## config.mk

```make
export PLATFORM = sky130hd
export DESIGN_NAME = uart_boot_loader_flat
export DESIGN_NICKNAME = d
export VERILOG_FILES = /design/src/rtl/uart_boot_loader_if.sv /design/src/rtl/uart_boot_loader.sv /design/src/flat_wrapper.sv
export SDC_FILE = /design/constraint.sdc
export NUM_CORES = 1
export LEC_CHECK = 0
export CORE_UTILIZATION = 55
export DETAILED_ROUTE_END_ITERATION = 12
export PLACE_DENSITY = 0.77
export RECOVER_POWER = 50
export SLEW_MARGIN = 10
export SYNTH_ARGS = -nofsm -noshare
export SYNTH_HDL_FRONTEND = slang
export SYNTH_SLANG_ARGS = --single-unit
```

## constraint.sdc

```tcl
create_clock -name clk -period 6.35 [get_ports clk]
set_input_delay 1.27 -clock clk [delete_from_list [all_inputs] [get_ports clk]]
set_output_delay 1.27 -clock clk [all_outputs]
set_load 0.02 [all_outputs]
```

## src/rtl/uart_boot_loader_if.sv

```systemverilog
`default_nettype none
// ============================================================================
//  Module      : uart_boot_loader_if
//  Description : Instruction-memory write port driven by the UART boot loader.
//  Revision    : 1.0 - initial release
// ============================================================================
interface uart_boot_loader_if #(
    parameter int ADDR_W = 12
);
    logic [15:0]       din;
    logic [ADDR_W-1:0] addr;
    logic              w_en;

    modport master (output din, output addr, output w_en);
    modport slave  (input  din, input  addr, input  w_en);
endinterface
`default_nettype wire

```

## src/rtl/uart_boot_loader.sv

```systemverilog
`default_nettype none
// ============================================================================
//  Module      : uart_boot_loader
//  Description : Holds the CPU in reset, loads a framed image over UART into
//                instruction memory, replies ACK/NAK, then releases the CPU.
//  Revision    : 1.0 - initial release
// ============================================================================
module uart_boot_loader #(
    parameter int F_CPU        = 16000000,
    parameter int BAUD         = 115200,
    parameter int ADDR_W       = 12,
    parameter int BOOT_WAIT    = 16000000,
    parameter int BYTE_TIMEOUT = 1600000
) (
    input  logic                       clk,
    input  logic                       reset,
    input  logic                       boot_rx,
    output logic                       boot_tx,
    uart_boot_loader_if.master         imem,
    output logic                       cpu_hold,
    output logic                       busy,
    output logic                       load_error
);

    localparam int CLKS_PER_BIT = F_CPU / BAUD;
    localparam int HALF_BIT     = CLKS_PER_BIT / 2;
    localparam int BIT_CNT_W    = $clog2(CLKS_PER_BIT);
    localparam int WAIT_W       = $clog2(BOOT_WAIT + 1);
    localparam int TO_W         = $clog2(BYTE_TIMEOUT + 1);

    localparam logic [7:0]  SYNC_BYTE = 8'hA5;
    localparam logic [7:0]  ACK_BYTE  = 8'h06;
    localparam logic [7:0]  NAK_BYTE  = 8'h15;
    localparam logic [16:0] MAX_LEN   = 17'd1 << ADDR_W;

    // ---------------------------------------------------------------- RX path
    typedef enum logic [1:0] {RX_IDLE, RX_START, RX_DATA, RX_STOP} rx_state_t;

    rx_state_t             r_rx_state;
    logic                  r_rx_meta, r_rx_sync, r_rx_prev;
    logic [BIT_CNT_W-1:0]  r_rx_cnt;
    logic [2:0]            r_rx_idx;
    logic [7:0]            r_rx_shift;
    logic                  r_byte_valid;
    logic                  r_frame_err;

    always_ff @(posedge clk or negedge reset) begin
        if (!reset) begin
            r_rx_state   <= RX_IDLE;
            r_rx_meta    <= 1'b1;
            r_rx_sync    <= 1'b1;
            r_rx_prev    <= 1'b1;
            r_rx_cnt     <= '0;
            r_rx_idx     <= '0;
            r_rx_shift   <= '0;
            r_byte_valid <= 1'b0;
            r_frame_err  <= 1'b0;
        end else begin
            r_rx_meta    <= boot_rx;
            r_rx_sync    <= r_rx_meta;
            r_rx_prev    <= r_rx_sync;
            r_byte_valid <= 1'b0;
            r_frame_err  <= 1'b0;
            case (r_rx_state)
                RX_IDLE: begin
                    if (r_rx_prev && !r_rx_sync) begin
                        r_rx_state <= RX_START;
                        r_rx_cnt   <= '0;
                    end
                end
                RX_START: begin
                    // Mid-start-bit recheck rejects short low glitches
                    if (r_rx_cnt == BIT_CNT_W'(HALF_BIT - 1)) begin
                        r_rx_cnt   <= '0;
                        r_rx_idx   <= '0;
                        r_rx_state <= r_rx_sync ? RX_IDLE : RX_DATA;
                    end else begin
                        r_rx_cnt <= r_rx_cnt + 1'b1;
                    end
                end
                RX_DATA: begin
                    if (r_rx_cnt == BIT_CNT_W'(CLKS_PER_BIT - 1)) begin
                        r_rx_cnt   <= '0;
                        r_rx_shift <= {r_rx_sync, r_rx_shift[7:1]};
                        r_rx_idx   <= r_rx_idx + 1'b1;
                        if (r_rx_idx == 3'd7)
                            r_rx_state <= RX_STOP;
                    end else begin
                        r_rx_cnt <= r_rx_cnt + 1'b1;
                    end
                end
                RX_STOP: begin
                    if (r_rx_cnt == BIT_CNT_W'(CLKS_PER_BIT - 1)) begin
                        r_rx_cnt     <= '0;
                        r_byte_valid <= r_rx_sync;
                        r_frame_err  <= !r_rx_sync;
                        r_rx_state   <= RX_IDLE;
                    end else begin
                        r_rx_cnt <= r_rx_cnt + 1'b1;
                    end
                end
                default: r_rx_state <= RX_IDLE;
            endcase
        end
    end

    // ------------------------------------------------------------ frame FSM
    typedef enum logic [2:0] {
        WAIT_SYNC, LEN_LO, LEN_HI, DATA_LO, DATA_HI, CHECK, REPLY, RUN
    } state_t;

    state_t                r_state;
    logic                  r_cpu_hold, r_busy, r_load_error, r_tx;
    logic                  r_w_en;
    logic [ADDR_W-1:0]     r_addr;
    logic [15:0]           r_din;
    logic [WAIT_W-1:0]     r_wait_cnt;
    logic [TO_W-1:0]       r_to_cnt;
    logic [7:0]            r_len_lo, r_data_lo, r_chk;
    logic [15:0]           r_len, r_word_cnt;
    logic [8:0]            r_tx_shift;
    logic [BIT_CNT_W-1:0]  r_tx_cnt;
    logic [3:0]            r_tx_bits;
    logic                  r_reply_ack;

    logic                  w_in_frame, w_timeout, w_start_reply;
    logic [7:0]            w_reply_byte;
    logic [15:0]           w_len;

    assign w_in_frame = r_state inside {LEN_LO, LEN_HI, DATA_LO, DATA_HI, CHECK};
    assign w_timeout  = (r_to_cnt == TO_W'(BYTE_TIMEOUT - 1)) && !r_byte_valid;
    assign w_len      = {r_rx_shift, r_len_lo};

    // Every path into REPLY is decided here so the FSM has a single entry point
    always_comb begin
        w_start_reply = 1'b0;
        w_reply_byte  = NAK_BYTE;
        if (w_in_frame) begin
            if (r_frame_err || w_timeout) begin
                w_start_reply = 1'b1;
            end else if (r_byte_valid) begin
                if (r_state == LEN_HI && {1'b0, w_len} > MAX_LEN) begin
                    w_start_reply = 1'b1;
                end else if (r_state == CHECK) begin
                    w_start_reply = 1'b1;
                    w_reply_byte  = (r_rx_shift == r_chk) ? ACK_BYTE : NAK_BYTE;
                end
            end
        end
    end

    always_ff @(posedge clk or negedge reset) begin
        if (!reset) begin
            r_state      <= WAIT_SYNC;
            r_cpu_hold   <= 1'b1;
            r_busy       <= 1'b0;
            r_load_error <= 1'b0;
            r_tx         <= 1'b1;
            r_w_en       <= 1'b0;
            r_addr       <= '0;
            r_din        <= '0;
            r_wait_cnt   <= '0;
            r_to_cnt     <= '0;
            r_len_lo     <= '0;
            r_data_lo    <= '0;
            r_chk        <= '0;
            r_len        <= '0;
            r_word_cnt   <= '0;
            r_tx_shift   <= '1;
            r_tx_cnt     <= '0;
            r_tx_bits    <= '0;
            r_reply_ack  <= 1'b0;
        end else begin
            r_w_en   <= 1'b0;
            if (r_w_en)
                r_addr <= r_addr + 1'b1;
            r_to_cnt <= (w_in_frame && !r_byte_valid) ? r_to_cnt + 1'b1 : '0;

            if (w_start_reply) begin
                r_state     <= REPLY;
                r_reply_ack <= (w_reply_byte == ACK_BYTE);
                r_tx        <= 1'b0;
                r_tx_shift  <= {1'b1, w_reply_byte};
                r_tx_cnt    <= '0;
                r_tx_bits   <= '0;
            end else begin
                case (r_state)
                    WAIT_SYNC: begin
                        if (r_byte_valid && r_rx_shift == SYNC_BYTE) begin
                            r_state      <= LEN_LO;
                            r_busy       <= 1'b1;
                            r_load_error <= 1'b0;
                            r_addr       <= '0;
                            r_chk        <= '0;
                        end else if (r_wait_cnt == WAIT_W'(BOOT_WAIT - 1)) begin
                            r_state    <= RUN;
                            r_cpu_hold <= 1'b0;
                        end else begin
                            r_wait_cnt <= r_wait_cnt + 1'b1;
                        end
                    end
                    LEN_LO: begin
                        if (r_byte_valid) begin
                            r_len_lo <= r_rx_shift;
                            r_state  <= LEN_HI;
                        end
                    end
                    LEN_HI: begin
                        if (r_byte_valid) begin
                            r_len      <= w_len;
                            r_word_cnt <= '0;
                            r_state    <= (w_len == 16'd0) ? CHECK : DATA_LO;
                        end
                    end
                    DATA_LO: begin
                        if (r_byte_valid) begin
                            r_data_lo <= r_rx_shift;
                            r_chk     <= r_chk + r_rx_shift;
                            r_state   <= DATA_HI;
                        end
                    end
                    DATA_HI: begin
                        if (r_byte_valid) begin
                            r_w_en     <= 1'b1;
                            r_din      <= {r_rx_shift, r_data_lo};
                            r_chk      <= r_chk + r_rx_shift;
                            r_word_cnt <= r_word_cnt + 16'd1;
                            r_state    <= ((r_word_cnt + 16'd1) == r_len) ? CHECK : DATA_LO;
                        end
                    end
                    CHECK: begin
                        r_state <= CHECK;
                    end
                    REPLY: begin
                        if (r_tx_cnt == BIT_CNT_W'(CLKS_PER_BIT - 1)) begin
                            r_tx_cnt <= '0;
                            if (r_tx_bits == 4'd9) begin
                                r_tx   <= 1'b1;
                                r_busy <= 1'b0;
                                if (r_reply_ack) begin
                                    r_state    <= RUN;
                                    r_cpu_hold <= 1'b0;
                                end else begin
                                    r_state      <= WAIT_SYNC;
                                    r_load_error <= 1'b1;
                                    r_wait_cnt   <= '0;
                                end
                            end else begin
                                r_tx       <= r_tx_shift[0];
                                r_tx_shift <= {1'b1, r_tx_shift[8:1]};
                                r_tx_bits  <= r_tx_bits + 1'b1;
                            end
                        end else begin
                            r_tx_cnt <= r_tx_cnt + 1'b1;
                        end
                    end
                    RUN: begin
                        r_cpu_hold <= 1'b0;
                        r_busy     <= 1'b0;
                        r_tx       <= 1'b1;
                    end
                    default: r_state <= WAIT_SYNC;
                endcase
            end
        end
    end

    assign boot_tx    = r_tx;
    assign cpu_hold   = r_cpu_hold;
    assign busy       = r_busy;
    assign load_error = r_load_error;
    assign imem.din   = r_din;
    assign imem.addr  = r_addr;
    assign imem.w_en  = r_w_en;

endmodule
`default_nettype wire

```

## src/flat_wrapper.sv

```systemverilog
// flat-port wrapper written by rule: the top's interface ports become plain ports
module uart_boot_loader_flat 
#(
    parameter int F_CPU        = 16000000,
    parameter int BAUD         = 115200,
    parameter int ADDR_W       = 12,
    parameter int BOOT_WAIT    = 16000000,
    parameter int BYTE_TIMEOUT = 1600000
)
  (clk, reset, boot_rx, boot_tx, cpu_hold, busy, load_error, imem_din, imem_addr, imem_w_en);
  uart_boot_loader_if #(.ADDR_W(ADDR_W)) imem_i ();
  input  logic clk;
  input  logic reset;
  input  logic boot_rx;
  output logic boot_tx;
  output logic cpu_hold;
  output logic busy;
  output logic load_error;
  output wire logic [$bits(imem_i.din)-1:0] imem_din;
  output wire logic [$bits(imem_i.addr)-1:0] imem_addr;
  output wire logic [$bits(imem_i.w_en)-1:0] imem_w_en;
  assign imem_din = imem_i.din;
  assign imem_addr = imem_i.addr;
  assign imem_w_en = imem_i.w_en;
  uart_boot_loader #(.F_CPU(F_CPU), .BAUD(BAUD), .ADDR_W(ADDR_W), .BOOT_WAIT(BOOT_WAIT), .BYTE_TIMEOUT(BYTE_TIMEOUT)) u_core (.clk(clk), .reset(reset), .boot_rx(boot_rx), .boot_tx(boot_tx), .imem(imem_i), .cpu_hold(cpu_hold), .busy(busy), .load_error(load_error));
endmodule
```

==> flow_metrics.py, run 1 <==
metrics = {
    "run_status": {
        "status": "complete, but fails checks",
        "violations": "capacitance limit, slew limit",
    },
    "yosys": {
        "synthArstFlopShare_pct": 100,
        "yosysWarnings": 0,
        "yosysSeqAreaShare_pct": 47.4,
        "synth_area_mm2": 0.00975,
        "avgSynthCellArea_um2": 10.4,
        "ys_ff_latch": 184,
        "synthCells": 935,
        "syn_nets": 963,
        "synth_edf_count": 0,
        "ys.flop_type": "dfrtp_1",
        "yosysUniqueCellTypes": 82,
    },
    "timing": {
        "maxSlewHeadroom_pct": -81.9,
        "skew_ps": 14.8,
        "clock.fmax_ghz": 0.243,
        "fin_crit_sh_pct": 64.8,
        "worst_pin_slew_ps": 2730,
        "hold_viol": 0,
        "finalCriticalPeriod_ps": 4110,
        "setup_violations": 0,
        "slew_viol_final": 52,
        "rsz0062_at_grt": "false",
        "fin_setup_tns_ps": 0,
        "holdWs_ps": 366,
    },
    "setup_path": {
        "crit_path_max_fanout": 55,
        "cp.required_ps": 6690,
        "r2r_start": "u_core.r_rx_shift[4]",
        "cpPeakStageDelay_ps": 1890,
        "crit_slowest_cell": "clkbuf_1",
        "ff2ff_path_depth": 6,
        "worstSetupPathType": "input pin to async pin",
        "reg2reg_slack_ps": 3090,
        "critPathArrivalTime_ps": 4450,
        "path_cells": "clkbuf_1 -> clkbuf_2",
        "crit_buf_inv": 2,
        "endpoint_kind": "async pin",
        "cp-start-kind": "input pin",
        "r2r_end": "u_core.r_chk[7]",
        "critPathLaunch": "reset",
        "cp_top_family": "buffers and inverters",
    },
    "power_and_ir_drop": {
        "pwr-share-seq_pct": 49.0,
        "leakage_nw": 4.75,
        "powerDensity_mw_per_mm2": 227,
        "intPower_w": 0.00185,
        "clkPwrFrac_pct": 44.5,
        "irDropWorstVdd_uv": 189,
        "p_switching_w": 0.000610,
        "pwr-share-comb_pct": 6.5,
        "p_sw_share_pct": 24.8,
        "power_w": 0.00246,
    },
    "placed_design": {
        "gp_congestion": 0.866,
        "hpwlAfterDp_um": 13800,
        "io_buffer_count": 35,
    },
    "clock_tree": {
        "cts_tree": "yes",
        "cts_buffers": 17,
        "cts_setup_buffers": 0,
        "cts_root_buf": "clkbuf_16",
        "path_clk_slew_ps": 70,
        "clockBufferDepth": 2,
        "hold_buffers": 0,
        "clock_latency_ps": 450,
        "cts.sinks": 184,
        "cts_resized": 0,
        "cts_max_level": 4,
    },
    "hold_path": {
        "holdPathEnd": "u_core.r_rx_sync",
        "worst_hold_startpoint": "u_core.r_rx_meta",
        "min_path_type": "flop to flop",
        "min_path_cells": 0,
    },
    "global_routing": {
        "grt_overflow": 0,
        "antenna_found_initial": 0,
        "grt_start_max_net_pins": 81,
        "grt_usage_pct": 24.0,
        "grt_pass1_wl_um": 34600,
        "grt_pass1_vias": 6888,
    },
    "routing": {
        "final_antenna_net_count": 0,
        "drcViolationCount": 0,
        "via_per_inst": 6.08,
        "wirelength_um": 20700,
        "wire_per_inst_um": 17.3,
        "vias": 7263,
        "drtIter0Drc": 486,
        "firstDrtPassIters": 5,
    },
    "die": {
        "rows": 48,
        "die_area_mm2": 0.0183,
        "io_pins": 36,
        "die_height_um": 135,
        "initial_core_util_pct": 56.4,
        "core_area_mm2": 0.0173,
        "die_x_um": 135,
    },
    "final_layout": {
        "n_fill_cell": 1396,
        "fin_nets": 984,
        "syn2layout_area_growth_pct": 11.0,
        "drive_above_1_share_pct": 13.3,
        "diodes": 0,
    },
    "run": {
        "maxCapViolations": 1,
    },
}
## metal layers
layer | track usage (%) | vias up | share of wire [%]
li1 | - | 3448 | -
met1 | 33.3 | 3610 | 47
met2 | 38.2 | 170 | 47
met3 | 4.19 | 35 | 3.7
met4 | 8.24 | 0 | 1.8
met5 | 0 | - | 0
## synthesized netlist by cell type (7+ instances only)
library cell	number	share of area (%)
and2_1	8	0.51
xor2_1	35	3.1
o21ai_0	50	2.6
mux2_2	36	4.2
buf_2	16	0.82
xnor2_1	39	3.5
dfstp_2	13	3.5
nor2_1	88	3.4
a31oi_1	13	0.83
nor3_1	10	0.51
or3_1	16	1.0
a21oi_1	33	1.7
a21o_1	11	0.85
dfrtp_1	171	44
nor4_1	11	0.71
nand4_1	23	1.5
nand2_1	63	2.4
mux2_4	19	2.9
nand2b_1	8	0.51
or4_1	9	0.69
inv_1	22	0.85
and3_1	21	1.3
nand3_1	35	1.8
a211oi_1	12	0.92
o31ai_1	11	0.85
ha_1	24	3.1
clkbuf_1	13	0.50
o211ai_1	7	0.54
## through the flow
| stage | utilization (%) | setup WS [ps] | area [um^2] | std cells |
|---|---|---|---|---|
| finish | 62.6 | 2240 | 10800 | 1194 |
| global route | 62.6 | 1430 | 10800 | 1194 |
| CTS | 62.7 | 3080 | 10800 | 1194 |
| detailed placement | 59.2 | 3080 | 10200 | 1162 |
| global placement | 59.2 | 3140 | 10200 | 1162 |
| floorplan | - | 3980 | 9750 | 935 |
## cell usage in the layout (no fill, tap or decap), types with 5 or more instances in the layout
cell type | synthesis | final
dfrtp_1 | 171 | 171
nor2_1 | 88 | 88
nand2_1 | 63 | 63
o21ai_0 | 50 | 50
xnor2_1 | 39 | 39
mux2_2 | 36 | 36
nand3_1 | 35 | 35
xor2_1 | 35 | 35
a21oi_1 | 33 | 33
clkdlybuf4s50_1 | 0 | 33
ha_1 | 24 | 24
nand4_1 | 23 | 23
inv_1 | 22 | 22
and3_1 | 21 | 21
mux2_4 | 19 | 19
clkbuf_16 | 0 | 17
or3_1 | 16 | 16
a31oi_1 | 13 | 13
a211oi_1 | 12 | 12
dfstp_2 | 13 | 12
nor4_1 | 11 | 11
a21o_1 | 11 | 11
o31ai_1 | 11 | 11
nor3_1 | 10 | 10
or4_1 | 9 | 9
and2_1 | 8 | 8
nand2b_1 | 8 | 8
o211ai_1 | 7 | 7
nand3b_1 | 6 | 6
and4_1 | 6 | 6
o22ai_1 | 6 | 6
o41ai_1 | 6 | 6
nor2b_1 | 5 | 5
inv_6 | 0 | 5
## power by group through the flow
stage	registers [W]	logic, W	clock network [W]
6_report	0.00121	0.000160	0.00109
5_1_grt	0.00121	0.000188	0.00116
4_1_cts	0.00121	0.000162	0.00111
3_5_place_dp	0.00123	0.000160	0
3_3_place_gp	0.00123	0.000158	0
2_1_floorplan	0.00122	0.000111	0
## final cells by class
cell class / count / area, um^2 / share of cell area, %
timing repair buffer: 40 / 379 / 3.50
sequential: 184 / 4620 / 42.7
multi-input combinational: 690 / 4850 / 44.8
clock inverter: 13 / 155 / 1.43
clock buffer: 19 / 453 / 4.19
tap: 225 / 282 / 2.60
inverter: 23 / 86.3 / 0.798
## worst max path at each step
stage / to / cells past startpoint / slack (ps)
finish: u_core.r_rx_cnt[6] / 2 / 2240
global route: u_core.r_byte_valid / 2 / 1430
CTS: u_core.r_chk[7] / 6 / 3080
detailed placement: u_core.r_chk[7] / 5 / 3080
global placement: u_core.r_chk[7] / 5 / 3140
floorplan: u_core.r_len[10] / 6 / 3980
## state kept, by name, indices dropped and copies added, names as in the netlist, 3 cells and up, named ones only
| register | flops |
|---|---|
| u_core.r_wait_cnt | 24 |
| u_core.r_to_cnt | 21 |
| u_core.imem.din | 16 |
| u_core.r_len | 16 |
| u_core.r_word_cnt | 16 |
| u_core.imem.addr | 12 |
| u_core.r_chk | 8 |
| u_core.r_data_lo | 8 |
| u_core.r_len_lo | 8 |
| u_core.r_rx_cnt | 8 |
| u_core.r_rx_shift | 8 |
| u_core.r_tx_cnt | 8 |
| u_core.r_tx_shift | 8 |
| u_core.r_tx_bits | 4 |
| u_core.r_rx_idx | 3 |
| u_core.r_state | 3 |
## logic make-up after synthesis
| group | after synthesis | share of synthesized area, % |
|---|---|---|
| AOI/OAI and AO/OA | 193 | 13.5 |
| xor gates and xnor gates | 74 | 6.65 |
| adders and majority gates | 25 | 3.28 |
| buffers and inverters | 61 | 2.95 |
| DFF | 184 | 47.4 |
| muxes | 58 | 7.39 |
| and+or+nand+nor | 340 | 18.8 |
Power figures use the tool's default switching activity.
==> inputs of run 2 (changes only) <==
Clock period 6.35 ns to 4 ns, I/O delays scaled along.
==> run 2 against run 1 <==
The run still ends with capacitance limit, slew limit left; first-iteration DRC count up 0.41%; via count rose by 0.25%; worst hold slack about the same; die area did not move; clock power is 53% higher; total power increased by 56%; non-clock buffer count up 4; clock skew is 5.6 ps lower; utilization is essentially flat; cell area about the same; sequential power rose by 58%; largest cell class unchanged; largest power group unchanged.
==> flow_metrics.py, run 2 (synthesis results as in run 1) <==
metrics = {
    "placed_design": {
        "io_buffer_count": 35,
        "gp_congestion": 0.844,
        "dp.cells": 1166,
        "hpwlAfterDp_um": 13800,
    },
    "routing": {
        "firstDrtPassIters": 5,
        "vias": 7281,
        "drcViolationCount": 0,
        "wire_per_inst_um": 17.2,
        "via_per_inst": 6.08,
        "wirelength_um": 20700,
        "drtIter0Drc": 488,
        "final_antenna_net_count": 0,
    },
    "power_and_ir_drop": {
        "powerDensity_mw_per_mm2": 355,
        "leakage_nw": 4.74,
        "irDropWorstVdd_uv": 365,
    },
    "die": {
        "io_pins": 36,
        "die_height_um": 135,
        "initial_core_util_pct": 56.4,
        "core_area_mm2": 0.0173,
        "die_x_um": 135,
        "rows": 48,
        "die_area_mm2": 0.0183,
    },
    "clock_tree": {
        "hold_buffers": 0,
        "cts_buffers": 17,
        "clockBufferDepth": 2,
        "clock_latency_ps": 430,
        "cts_root_buf": "clkbuf_16",
        "cts_setup_buffers": 0,
        "cts_tree": "yes",
        "cts.sinks": 184,
        "cts_max_level": 4,
        "cts_resized": 0,
        "path_clk_slew_ps": 70,
    },
    "setup_path": {
        "critPathArrivalTime_ps": 3290,
        "cp-start-kind": "input pin",
        "path_cells": "clkbuf_2 -> clkbuf_4",
        "crit_buf_inv": 2,
        "cpPeakStageDelay_ps": 1280,
        "crit_path_max_fanout": 79,
        "crit_cells": 2,
        "cp_top_family": "buffers and inverters",
        "worstSetupPathType": "input pin to async pin",
        "cp.required_ps": 4390,
        "crit_slowest_cell": "clkbuf_2",
        "endpoint_kind": "async pin",
        "ff2ff_path_depth": 8,
    },
    "timing": {
        "worst_pin_slew_ps": 1870,
        "setup_violations": 0,
        "skew_ps": 9.18,
        "rsz0062_at_grt": "false",
        "maxSlewHeadroom_pct": -24.9,
        "hold_viol": 0,
        "fin_crit_sh_pct": 72.7,
        "clock.fmax_ghz": 0.344,
        "finalCriticalPeriod_ps": 2910,
        "fin_setup_tns_ps": 0,
        "slew_viol_final": 76,
    },
    "final_layout": {
        "diodes": 0,
        "layout_common_cells": "171 x dfrtp_1, 88 x nor2_1, 63 x nand2_1",
        "largest_reg_flops": 24,
        "final_common_cell": "dfrtp_1",
        "drive_above_1_share_pct": 13.5,
        "top_regs": "u_core.r_wait_cnt (24), u_core.r_to_cnt (21)",
        "regMostFlops": "u_core.r_wait_cnt",
        "n_fill_cell": 1407,
        "layoutNonFillerInstCount": 1198,
        "fin_util_pct": 62.6,
        "syn2layout_area_growth_pct": 10.9,
        "fin_nets": 988,
    },
    "run_status": {
        "status": "complete, but fails checks",
        "violations": "capacitance limit, slew limit",
    },
    "run": {
        "maxCapViolations": 1,
    },
    "global_routing": {
        "grt_pass1_wl_um": 35300,
        "grt_overflow": 0,
        "antenna_found_initial": 0,
        "grt_pass1_vias": 7056,
        "grt_start_max_net_pins": 80,
        "grt_usage_pct": 24.3,
    },
    "hold_path": {
        "min_path_cells": 0,
        "min_path_type": "flop to flop",
    },
}
run 2: cell types whose count changed in the layout (fill, tap and decap cells not counted):
cell,change
clkinvlp_4,+3
clkbuf_8,-2
clkbuf_1,+2
clkinv_2,+1
inv_6,-1
clkbuf_4,+1
inv_8,-1
clkbuf_2,+1
clkinv_4,-2
buf_4,+2
run 2: metrics by stage:
step	worst slack (ps)	hold slack, ps	total power (W)	instance area, um^2
floorplan	1630	345	0.00212	9750
global placement	1180	351	0.00220	10300
detailed placement	1120	347	0.00221	10300
CTS	1080	364	0.00387	10900
global route	491	375	0.00400	10800
finish	1090	366	0.00384	10800
run 2: routing by layer:
metal	up-vias	wire (um)	share of wire [%]	global-route usage (%)
li1	3461	-	-	-
met1	3658	9930	48	33.6
met2	138	9820	48	39.1
met3	24	635	3.1	4.86
met4	0	266	1.3	6.74
met5	-	0	0	0
run 2: path summary, 6_finish.rpt:
check                                   start              endpoint  slack [ps]
setup reg to reg           u_core.r_to_cnt[0]  u_core.r_word_cnt[2]        1100
max in group clk           u_core.r_to_cnt[0]  u_core.r_word_cnt[2]        1100
hold / removal               u_core.r_rx_meta      u_core.r_rx_sync         370
hold reg to reg              u_core.r_rx_meta      u_core.r_rx_sync         370
setup / recovery                        reset      u_core.r_len[14]        1090
min in group asynchronous               reset   u_core.imem.addr[0]         850
run 2: cell type report:
type / instances / area [um^2] / area share (%)
clock inverters: 13 / 145 / 1.34
clock buffers: 19 / 433 / 4.00
flip-flops and latches: 184 / 4620 / 42.7
repair buffers: 44 / 407 / 3.76
multi-input cells: 690 / 4850 / 44.8
well taps: 225 / 282 / 2.60
inverters: 23 / 86.3 / 0.798
run 2: power breakdown:
| group | switching (W) | total, W | leakage [nW] | internal, W |
|---|---|---|---|---|
| Clock | 0.000743 | 0.00167 | 0.275 | 0.000928 |
| Combinational | 0.000170 | 0.000251 | 1.96 | 0.0000809 |
| Sequential | 0.0000274 | 0.00191 | 2.50 | 0.00189 |
| Total | 0.000941 | 0.00384 | 4.74 | 0.00290 |
run 2: worst register-to-register path: stages, from the launching register on:
cell      delay [ps]
dfrtp_1          430
ha_1             260
and3_1           210
and3_1           220
a221oi_2         330
nor3_2            70
buf_4            230
nor3_2           770
a31oi_1          220
